==> src/rtl/spi_pkg.sv <==
// Purpose: shared types and constants for the SPI-to-register bridge.
// Latency: n/a (types and constants only).
// Backpressure: n/a.
package spi_pkg;

    typedef enum logic [2:0] {
        IDLE  = 3'd0,
        CMD   = 3'd1,
        WRITE = 3'd2,
        FETCH = 3'd3,
        READ  = 3'd4,
        ERR   = 3'd5
    } state_t;

    localparam int          CMD_READ_BIT    = 7;
    localparam logic [7:0]  STATUS_BYTE_DEF = 8'hA5;
    localparam logic [7:0]  ERR_FILL        = 8'hFF;

    // True when any bit between the address field and the read flag is set.
    function automatic logic cmd_rsvd_set(input logic [7:0] cmd, input int addr_w);
        return |(cmd[6:0] >> addr_w);
    endfunction

endpackage

==> src/rtl/sync_2ff.sv <==
// Purpose: generic two-flop synchroniser for a single pad input into the local clock.
// Latency: 2 clock cycles from input change to output change.
// Backpressure: none; level signal, always sampled.
module sync_2ff #(
    parameter logic RST_VAL = 1'b1
) (
    input  logic i_clk,
    input  logic i_rst,
    input  logic i_d,
    output logic o_q
);

    logic r_meta;
    logic r_sync;

    // Two back-to-back flops; both load RST_VAL while reset is held.
    always_ff @(posedge i_clk or posedge i_rst) begin
        if (i_rst) begin
            r_meta <= RST_VAL;
            r_sync <= RST_VAL;
        end else begin
            r_meta <= i_d;
            r_sync <= r_meta;
        end
    end

    assign o_q = r_sync;

endmodule

==> src/rtl/spi_reg_bridge.sv <==
// Purpose: parses CSN-framed SPI bytes into auto-incrementing register writes/reads.
// Latency: write strobe 1 cycle after rx_done; read data on tx_data 2 cycles after rx_done.
// Backpressure: none; every rx_done is consumed or deliberately dropped (IDLE/ERR/frame end).
module spi_reg_bridge
    import spi_pkg::*;
#(
    parameter int         ADDR_W      = 4,
    parameter logic [7:0] STATUS_BYTE = STATUS_BYTE_DEF
) (
    input  logic              sys_clk,
    input  logic              sys_rst,
    input  logic              csn_pad,
    input  logic              rx_done,
    input  logic [7:0]        rx_data,
    output logic [7:0]        tx_data,
    output logic [ADDR_W-1:0] reg_addr,
    output logic              reg_wr_en,
    output logic [7:0]        reg_wdata,
    output logic              reg_rd_en,
    input  logic [7:0]        reg_rdata,
    output logic              frame_active,
    output logic              cmd_err
);

    state_t r_state;
    logic   r_csn_prev;
    logic   r_armed;
    logic   r_fetch_cap;

    logic   w_csn_sync;
    logic   w_settled;
    logic   w_fall;
    logic   w_rise;
    logic   w_rsvd;

    sync_2ff #(.RST_VAL(1'b1)) u_csn_sync (
        .i_clk (sys_clk),
        .i_rst (sys_rst),
        .i_d   (csn_pad),
        .o_q   (w_csn_sync)
    );

    // Goes high two cycles after reset release, once the CSN synchroniser
    // reflects the real pad level rather than its reset value.
    sync_2ff #(.RST_VAL(1'b0)) u_rst_settle (
        .i_clk (sys_clk),
        .i_rst (sys_rst),
        .i_d   (1'b1),
        .o_q   (w_settled)
    );

    // A falling edge only counts once CSN has been seen high after reset, so a
    // frame already in progress at reset release is never picked up mid-way.
    assign w_fall       = r_armed & r_csn_prev & ~w_csn_sync;
    assign w_rise       = ~r_csn_prev & w_csn_sync;
    assign w_rsvd       = cmd_rsvd_set(rx_data, ADDR_W);
    assign frame_active = ~w_csn_sync;

    // Edge history and post-reset arming for the synchronised chip-select.
    always_ff @(posedge sys_clk or posedge sys_rst) begin
        if (sys_rst) begin
            r_csn_prev <= 1'b1;
            r_armed    <= 1'b0;
        end else begin
            r_csn_prev <= w_csn_sync;
            r_armed    <= r_armed | (w_settled & w_csn_sync);
        end
    end

    // Transaction FSM with registered strobes, address and tx byte.
    always_ff @(posedge sys_clk or posedge sys_rst) begin
        if (sys_rst) begin
            r_state     <= IDLE;
            r_fetch_cap <= 1'b0;
            tx_data     <= STATUS_BYTE;
            reg_addr    <= '0;
            reg_wr_en   <= 1'b0;
            reg_wdata   <= 8'h00;
            reg_rd_en   <= 1'b0;
            cmd_err     <= 1'b0;
        end else begin
            reg_wr_en <= 1'b0;
            reg_rd_en <= 1'b0;
            if (w_rise) begin
                // Frame end wins over any rx_done arriving in the same cycle.
                r_state <= IDLE;
                tx_data <= STATUS_BYTE;
            end else begin
                case (r_state)
                    IDLE: begin
                        tx_data <= STATUS_BYTE;
                        if (w_fall) begin
                            r_state <= CMD;
                            cmd_err <= 1'b0;
                        end
                    end
                    CMD: begin
                        if (rx_done) begin
                            reg_addr <= rx_data[ADDR_W-1:0];
                            if (w_rsvd) begin
                                r_state <= ERR;
                                cmd_err <= 1'b1;
                                tx_data <= ERR_FILL;
                            end else if (rx_data[CMD_READ_BIT]) begin
                                r_state     <= FETCH;
                                reg_rd_en   <= 1'b1;
                                r_fetch_cap <= 1'b0;
                            end else begin
                                r_state <= WRITE;
                            end
                        end
                    end
                    WRITE: begin
                        // Advance the address the cycle after each strobe; a
                        // strobe issued on this same edge then sees the new one.
                        if (reg_wr_en) begin
                            reg_addr <= reg_addr + 1'b1;
                        end
                        if (rx_done) begin
                            reg_wr_en <= 1'b1;
                            reg_wdata <= rx_data;
                            tx_data   <= rx_data;
                        end
                    end
                    FETCH: begin
                        // First cycle carries the read strobe, second captures data.
                        if (r_fetch_cap) begin
                            tx_data <= reg_rdata;
                            r_state <= READ;
                        end
                        r_fetch_cap <= 1'b1;
                    end
                    READ: begin
                        if (rx_done) begin
                            reg_addr    <= reg_addr + 1'b1;
                            reg_rd_en   <= 1'b1;
                            r_fetch_cap <= 1'b0;
                            r_state     <= FETCH;
                        end
                    end
                    ERR: begin
                        tx_data <= ERR_FILL;
                    end
                    default: begin
                        r_state <= IDLE;
                    end
                endcase
            end
        end
    end

endmodule

==> config.mk <==
export PLATFORM = sky130hd
export DESIGN_NAME = spi_reg_bridge
export DESIGN_NICKNAME = d
export VERILOG_FILES = /design/src/rtl/spi_pkg.sv /design/src/rtl/sync_2ff.sv /design/src/rtl/spi_reg_bridge.sv
export SDC_FILE = /design/constraint.sdc
export NUM_CORES = 1
export LEC_CHECK = 0
export CORE_UTILIZATION = 44
export DETAILED_ROUTE_END_ITERATION = 8
export PLACE_DENSITY = 0.74
export RECOVER_POWER = 25
export SLEW_MARGIN = 20
export SYNTH_ARGS = -nofsm -noshare
export SYNTH_HDL_FRONTEND = slang
export SYNTH_SLANG_ARGS = --single-unit
==> constraint.sdc <==
create_clock -name sys_clk -period 1.45 [get_ports sys_clk]
set_input_delay 0.29 -clock sys_clk [delete_from_list [all_inputs] [get_ports sys_clk]]
set_output_delay 0.29 -clock sys_clk [all_outputs]
set_load 0.1 [all_outputs]
==> impl_results.md, run 1 <==
- Status: finished with violations
- Failing checks: setup timing
- Final core utilization: 0.863
- Post-route clock period utilization: 1.18
- Final wirelength: 6910 um
- Total gr overflow: 0
- Seq/Total Area, Yosys: 0.474
- Final Setup Violations: 26
- Dpl hpwl: 3880 um
- Vias per cell: 6.30
- # IOs: 44
- Number of global-route vias before repair: 1832
- Share of cells above drive strength 1: 0.606
- Layout Area Growth over Synthesis: 83.6%
- Clk_lat worst skew: 0.29 ns
- Slew at the pin closest to its max-slew limit: 0.830 ns
- Slew headroom: 0.447
- Max_cap viols: 0
- Antenna violations before repair: 0
- Setup TNS Final: -3.47 ns
- Max Clock Skew: 0.00501 ns
- DRT iter0 DRCs: 156
- Worst-path clk slew: 0.07 ns
- Largest net degree at the start of global routing: 34
- Total CTS buffers: 5
- Final min period: 1.71 ns
- Max Fclk: 0.586 GHz
- Drt first pass iters: 4
- Die Ht: 65.3 um
- Crit start category: flop
- Post-synth EDFFs: 0
- Crit Path Category: reg2reg
- Fin. Hold Viols: 0
- Die span in x: 65.3 um
- Routed vias: 1871
- Max FO, Critical Path: 5
- Row cnt: 22
- Post-synthesis async set-or-reset flop share: 1.00
- Crit. End Element: flop
- Full die area: 4260 um2
- RSZ-0062 raised after global routing: yes
- Setup ws final: -0.256 ns
- DRC violations left: 0
- Core area: 3740 um2
- Post-synthesis instance area: 1760 um2
- Ys Warns: 0
- Post-DRT Antenna Nets: 0
- Root buf cell: clkbuf_8
- Syn avg cell area: 11.3 um2
- # port buffers: 43
- Gr usage total: 0.300
- Clock Tree Buf Depth: 2
- First-pass GRT wire length: 9340 um
- CTS tree: built
- # hold bufs at CTS: 0
- Final slew viol count: 0
- Crit path DAT: 1.93 ns
- Diode count: 0
- Gate count after technology mapping: 156
- Top_reg_cell synth: dfrtp_1
- Cell Count Post-Placement: 278
- Post-synth net total: 177
- Starting density of the core: 0.470
- Synth cell types: 58
- Routed WL per cell: 23.3 um
- H-tree levels: 2
- Nets: 269
- Seq cells post-synth: 33
- Final Non-Filler Cells: 297
- Crit path required time: 1.67 ns
- GPL Wtd Cong: 0.927
- Sink Count: 33
- Hold crit path type: reg2reg
## per-layer routing
layer  wire length [um]  track usage  vias to the layer above  share of wire
met5                  0            0                        -              0
met4                327        0.133                        0          0.047
met3                585       0.0747                       32          0.085
met2               3370        0.488                      123           0.49
met1               2630        0.375                      923           0.38
li1                   -            -                      793              -
## kinds of logic (layout without fill, tap and decap cells)
family          Yosys count  after routing  share of synthesized area
fa+ha+maj                 1              1                    0.00711
buf+inv                  14            106                     0.0405
mux                      16             16                     0.0981
compound gates           44             44                      0.207
flops                    33             33                      0.474
simple gates             46             47                      0.166
xor+xnor                  1              1                    0.00498
other cells               1              1                    0.00213
## state kept, by name (all words and copies together) (netlist names)
register             cells
r_csn_prev               1
r_state                  3
u_csn_sync.o_q           1
r_armed                  1
reg_wr_en                1
tx_data                  8
u_csn_sync.r_meta        1
u_rst_settle.o_q         1
reg_addr                 4
reg_wdata                8
reg_rd_en                1
r_fetch_cap              1
u_rst_settle.r_meta      1
cmd_err                  1
## cell type report
type	instances	area [um2]
fill	182	512
tap	48	60.1
clock buffer	6	72.6
timing repair buffer	94	1080
multi-input combinational	110	1140
clock inverter	2	10.0
inverter	4	18.8
sequential	33	841
## cell usage after synthesis (all sizes together) (2+ instances only)
master | count | area, um2
a32o | 4 | 40.0
inv | 4 | 15.0
nand3 | 9 | 45.0
o22ai | 4 | 25.0
a31o | 2 | 17.5
a221o | 2 | 20.0
nand4 | 2 | 18.8
nor4 | 4 | 25.0
nor3 | 3 | 25.0
or2 | 2 | 12.5
a221oi | 3 | 43.8
mux2i | 6 | 60.1
nand2b | 5 | 31.3
a21o | 2 | 15.0
dfrtp | 26 | 651
a41oi | 4 | 35.0
dfstp | 7 | 184
clkbuf | 4 | 15.0
mux2 | 10 | 113
a21oi | 8 | 43.8
buf | 6 | 41.3
a2bb2oi | 2 | 17.5
o21ai | 3 | 15.0
nor2b | 5 | 33.8
nand3b | 3 | 22.5
nor2 | 3 | 13.8
nand2 | 4 | 15.0
## repair_timing
item | CTS | global route
setup endpoints to repair | 17 | 26
gates resized for setup | 31 | 26
pin swaps | 10 | 9
buffers inserted | 5 | 6
gates cloned | 1 | 1
## path summary, 6_finish.rpt
kind | startpoint | endpoint | slack (ns) | cells after the start
max | r_state[0] | r_state[2] | -0.26 | 5
min | u_csn_sync.r_meta | u_csn_sync.o_q | 0.36 | 0
max reg2reg | r_state[0] | r_state[2] | -0.26 | 5
min reg2reg | u_csn_sync.r_meta | u_csn_sync.o_q | 0.36 | 0
max in group asynchronous | sys_rst | reg_addr[0] | 0.19 | 3
min in group asynchronous | sys_rst | reg_wdata[1] | 0.69 | 3
## metrics by stage
step	hold WS, ns	worst slack, ns	cell area, um2
floorplan	0.294	-0.357	1820
global placement	0.334	-0.392	2810
detailed placement	0.348	-0.471	2810
CTS	0.345	-0.154	3090
global route	0.362	-0.328	3230
finish	0.356	-0.256	3230
## placed cells by master (no fill, tap or decap), drive strengths merged, types with 4 or more instances in the layout
cell           count
a21oi              8
a32o               4
a41oi              4
buf               74
clkbuf             7
clkdlybuf4s50     16
dfrtp             26
dfstp              7
mux2              10
mux2i              6
nand2              4
nand2b             5
nand3              9
nor2b              5
nor4               4
o22ai              4
## worst max-delay path, cell delays in order, from the launching register on
cell and delay [ns]:
dfrtp_2 0.46, buf_6 0.15, or2_1 0.22, o31a_1 0.30, a2111oi_2 0.36, a31o_1 0.15
Power of run 1 is not shown: default switching activity piles up to over one toggle a cycle in this logic, so the estimate is an artifact.
==> run 2, diff against run 1 <==
--- a/config.mk
+++ b/config.mk
@@ -5,9 +5,10 @@
 export SDC_FILE = /design/constraint.sdc
 export NUM_CORES = 1
 export LEC_CHECK = 0
-export CORE_UTILIZATION = 44
+export CORE_UTILIZATION = 56
 export DETAILED_ROUTE_END_ITERATION = 8
-export PLACE_DENSITY = 0.74
+export DONT_BUFFER_PORTS = 1
+export PLACE_DENSITY = 0.72
 export RECOVER_POWER = 25
 export SLEW_MARGIN = 20
 export SYNTH_ARGS = -nofsm -noshare
==> run 2 against run 1 <==
Effect of this change:
- hold slack got worse by 0.26 ns
- register-to-register slack got worse by 0.06 ns
- first-iteration DRC count increased by 87%
- global-route usage increased by 7.0 points
- the run ends with DRC, setup timing left
- via count increased by 7.3%
- maximum frequency decreased by 3.2%
==> impl_results.md, run 2 (synthesis results as in run 1) <==
- Antenna violations before repair: 0 (unchanged)
- Commonest non-fill, non-tap cell in the layout: buf_4 (unchanged)
- Routed vias: 2007 (was 1871)
- Hold crit path type: in2reg (was reg2reg)
- Crit start category: flop (unchanged)
- Routed WL per cell: 28.2 um (was 23.3 um)
- Max_cap viols: 0 (unchanged)
- Number of global-route vias before repair: 1860 (was 1832)
- Starting density of the core: 0.612 (was 0.470)
- Total gr overflow: 0 (unchanged)
- Die span in x: 58.1 um (was 65.3 um)
- CP Depth: 8 (was 5)
- Slowest-stage cell, CP: dfrtp_2 (unchanged)
- Crit path DAT: 2.02 ns (was 1.93 ns)
- Crit Path Category: reg2reg (unchanged)
- Diode count: 0 (unchanged)
- Failing checks: DRC, setup timing (was setup timing)
- Reg2reg start: r_state[0] (unchanged)
- Most frequent cells in the layout: buf_4, dfrtp_1, buf_6 (was buf_4, buf_12, dfrtp_1)
- Total CTS buffers: 5 (unchanged)
- # port buffers: 0 (was 43)
- Max Clock Skew: 0.0103 ns (was 0.00501 ns)
- CP bufs+invs: 4 (was 1)
- Full die area: 3370 um2 (was 4260 um2)
- Biggest regs: reg_wdata: 8 flops, tx_data: 8 flops, reg_addr: 4 flops (unchanged)
- Critical Path, Cell by Cell: buf_6, buf_6, nor2_4, buf_4, buf_4, a32o_1, o22ai_1, a21oi_1 (was buf_6, or2_1, o31a_1, a2111oi_2, a31o_1)
- Worst setup path startpoint: r_state[0] (unchanged)
- Setup crit end: tx_data[4] (was r_state[2])
- FF-to-FF path depth: 8 (was 5)
- Die Ht: 58.1 um (was 65.3 um)
- Fin. Hold Viols: 0 (unchanged)
- Final Setup Violations: 28 (was 26)
- Final Non-Filler Cells: 274 (was 297)
- Setup ws final: -0.313 ns (was -0.256 ns)
- Vias per cell: 7.32 (was 6.30)
- Final wirelength: 7730 um (was 6910 um)
- Final min period: 1.76 ns (was 1.71 ns)
- Root buf cell: clkbuf_4 (was clkbuf_8)
- Sink Count: 33 (unchanged)
- RSZ-0062 raised after global routing: yes (unchanged)
- Nets: 252 (was 269)
- Layout Area Growth over Synthesis: 56.6% (was 83.6%)
- Clock Tree Buf Depth: 2 (unchanged)
- R2r endpoint: tx_data[4] (was r_state[2])
- Largest net degree at the start of global routing: 34 (unchanged)
- DRC violations left: 2 (was 0)
- GPL Wtd Cong: 0.965 (was 0.927)
- Hold WS: 0.0926 ns (was 0.356 ns)
- Critical path's top delay family: buffers and inverters (was compound AO/OA/AOI/OAI gates)
- DRT iter0 DRCs: 292 (was 156)
- First-pass GRT wire length: 9030 um (was 9340 um)
- Max FO, Critical Path: 5 (unchanged)
- Crit. End Element: flop (unchanged)
- Clk_lat worst skew: 0.34 ns (was 0.29 ns)
- # IOs: 44 (unchanged)
- Core area: 2880 um2 (was 3740 um2)
- Gr usage total: 0.370 (was 0.300)
- Cell Count Post-Placement: 250 (was 278)
- Final slew viol count: 0 (unchanged)
- CTS tree: built (unchanged)
- Status: finished with violations (unchanged)
- Max Fclk: 0.567 GHz (was 0.586 GHz)
- Dpl hpwl: 3570 um (was 3880 um)
- H-tree levels: 2 (unchanged)
- Drt first pass iters: 9 (was 4)
- Post-route clock period utilization: 1.22 (was 1.18)
- Worst path max stage delay: 0.43 ns (was 0.46 ns)
- Worst-path clk slew: 0.12 ns (was 0.07 ns)
- Share of cells above drive strength 1: 0.634 (was 0.606)
- Crit path required time: 1.71 ns (was 1.67 ns)
- Flop2flop setup slack: -0.31 ns (was -0.26 ns)
- Row cnt: 19 (was 22)
- Post-DRT Antenna Nets: 0 (unchanged)
## run 2: cell count changes in the layout (fill, tap and decap cells not counted), sizes merged
cell / delta
clkinvlp: +1
buf: +1
dlygate4sd2: -1
clkdlybuf4s50: -16
clkbuf: -2
## run 2: area by class of cell
| class | instances | area (um2) |
|---|---|---|
| well taps | 42 | 52.6 |
| repair buffers | 77 | 692 |
| clock buffers | 5 | 37.5 |
| flip-flops and latches | 33 | 842 |
| clock inverters | 3 | 17.5 |
| fillers | 59 | 119 |
| multi-input cells | 110 | 1100 |
| inverters | 4 | 18.8 |
## run 2: routing by layer
layer	up-vias	wire length, um	track usage
li1	757	-	-
met5	-	0	0
met1	946	2660	0.432
met2	216	3430	0.622
met3	88	960	0.107
met4	0	682	0.184
## run 2: repair_timing
action / CTS / global route
endpoints found under the setup margin: 27 / 27
pin swaps: 2 / 15
gates cloned: 1 / 0
resized for setup: 24 / 33
hold buffers: 2 / 0
hold endpoints to repair: 27 / 0
buffers inserted: 8 / 6
## run 2: how the worst min path moves through the flow
stage                     startpoint                   to  cells past startpoint
after floorplan              csn_pad    u_csn_sync.r_meta                      0
after global placement       sys_rst  u_rst_settle.r_meta                      2
after detailed placement     sys_rst  u_rst_settle.r_meta                      2
after CTS                 rx_data[3]         reg_wdata[3]                      1
after global routing      rx_data[7]         reg_wdata[7]                      1
final                     rx_data[7]         reg_wdata[7]                      1
## run 2: metrics by stage
stage,area [um2],TNS [ns],setup slack [ns],util
5_1_grt,2760,-5.82,-0.345,0.959
3_5_place_dp,2330,-4.03,-0.263,0.810
6_report,2760,-4.90,-0.313,0.959
3_3_place_gp,2330,-2.85,-0.180,0.810
4_1_cts,2550,-1.75,-0.173,0.886
2_1_floorplan,1820,-4.23,-0.357,-
Power of run 2 is left out for the same reason.
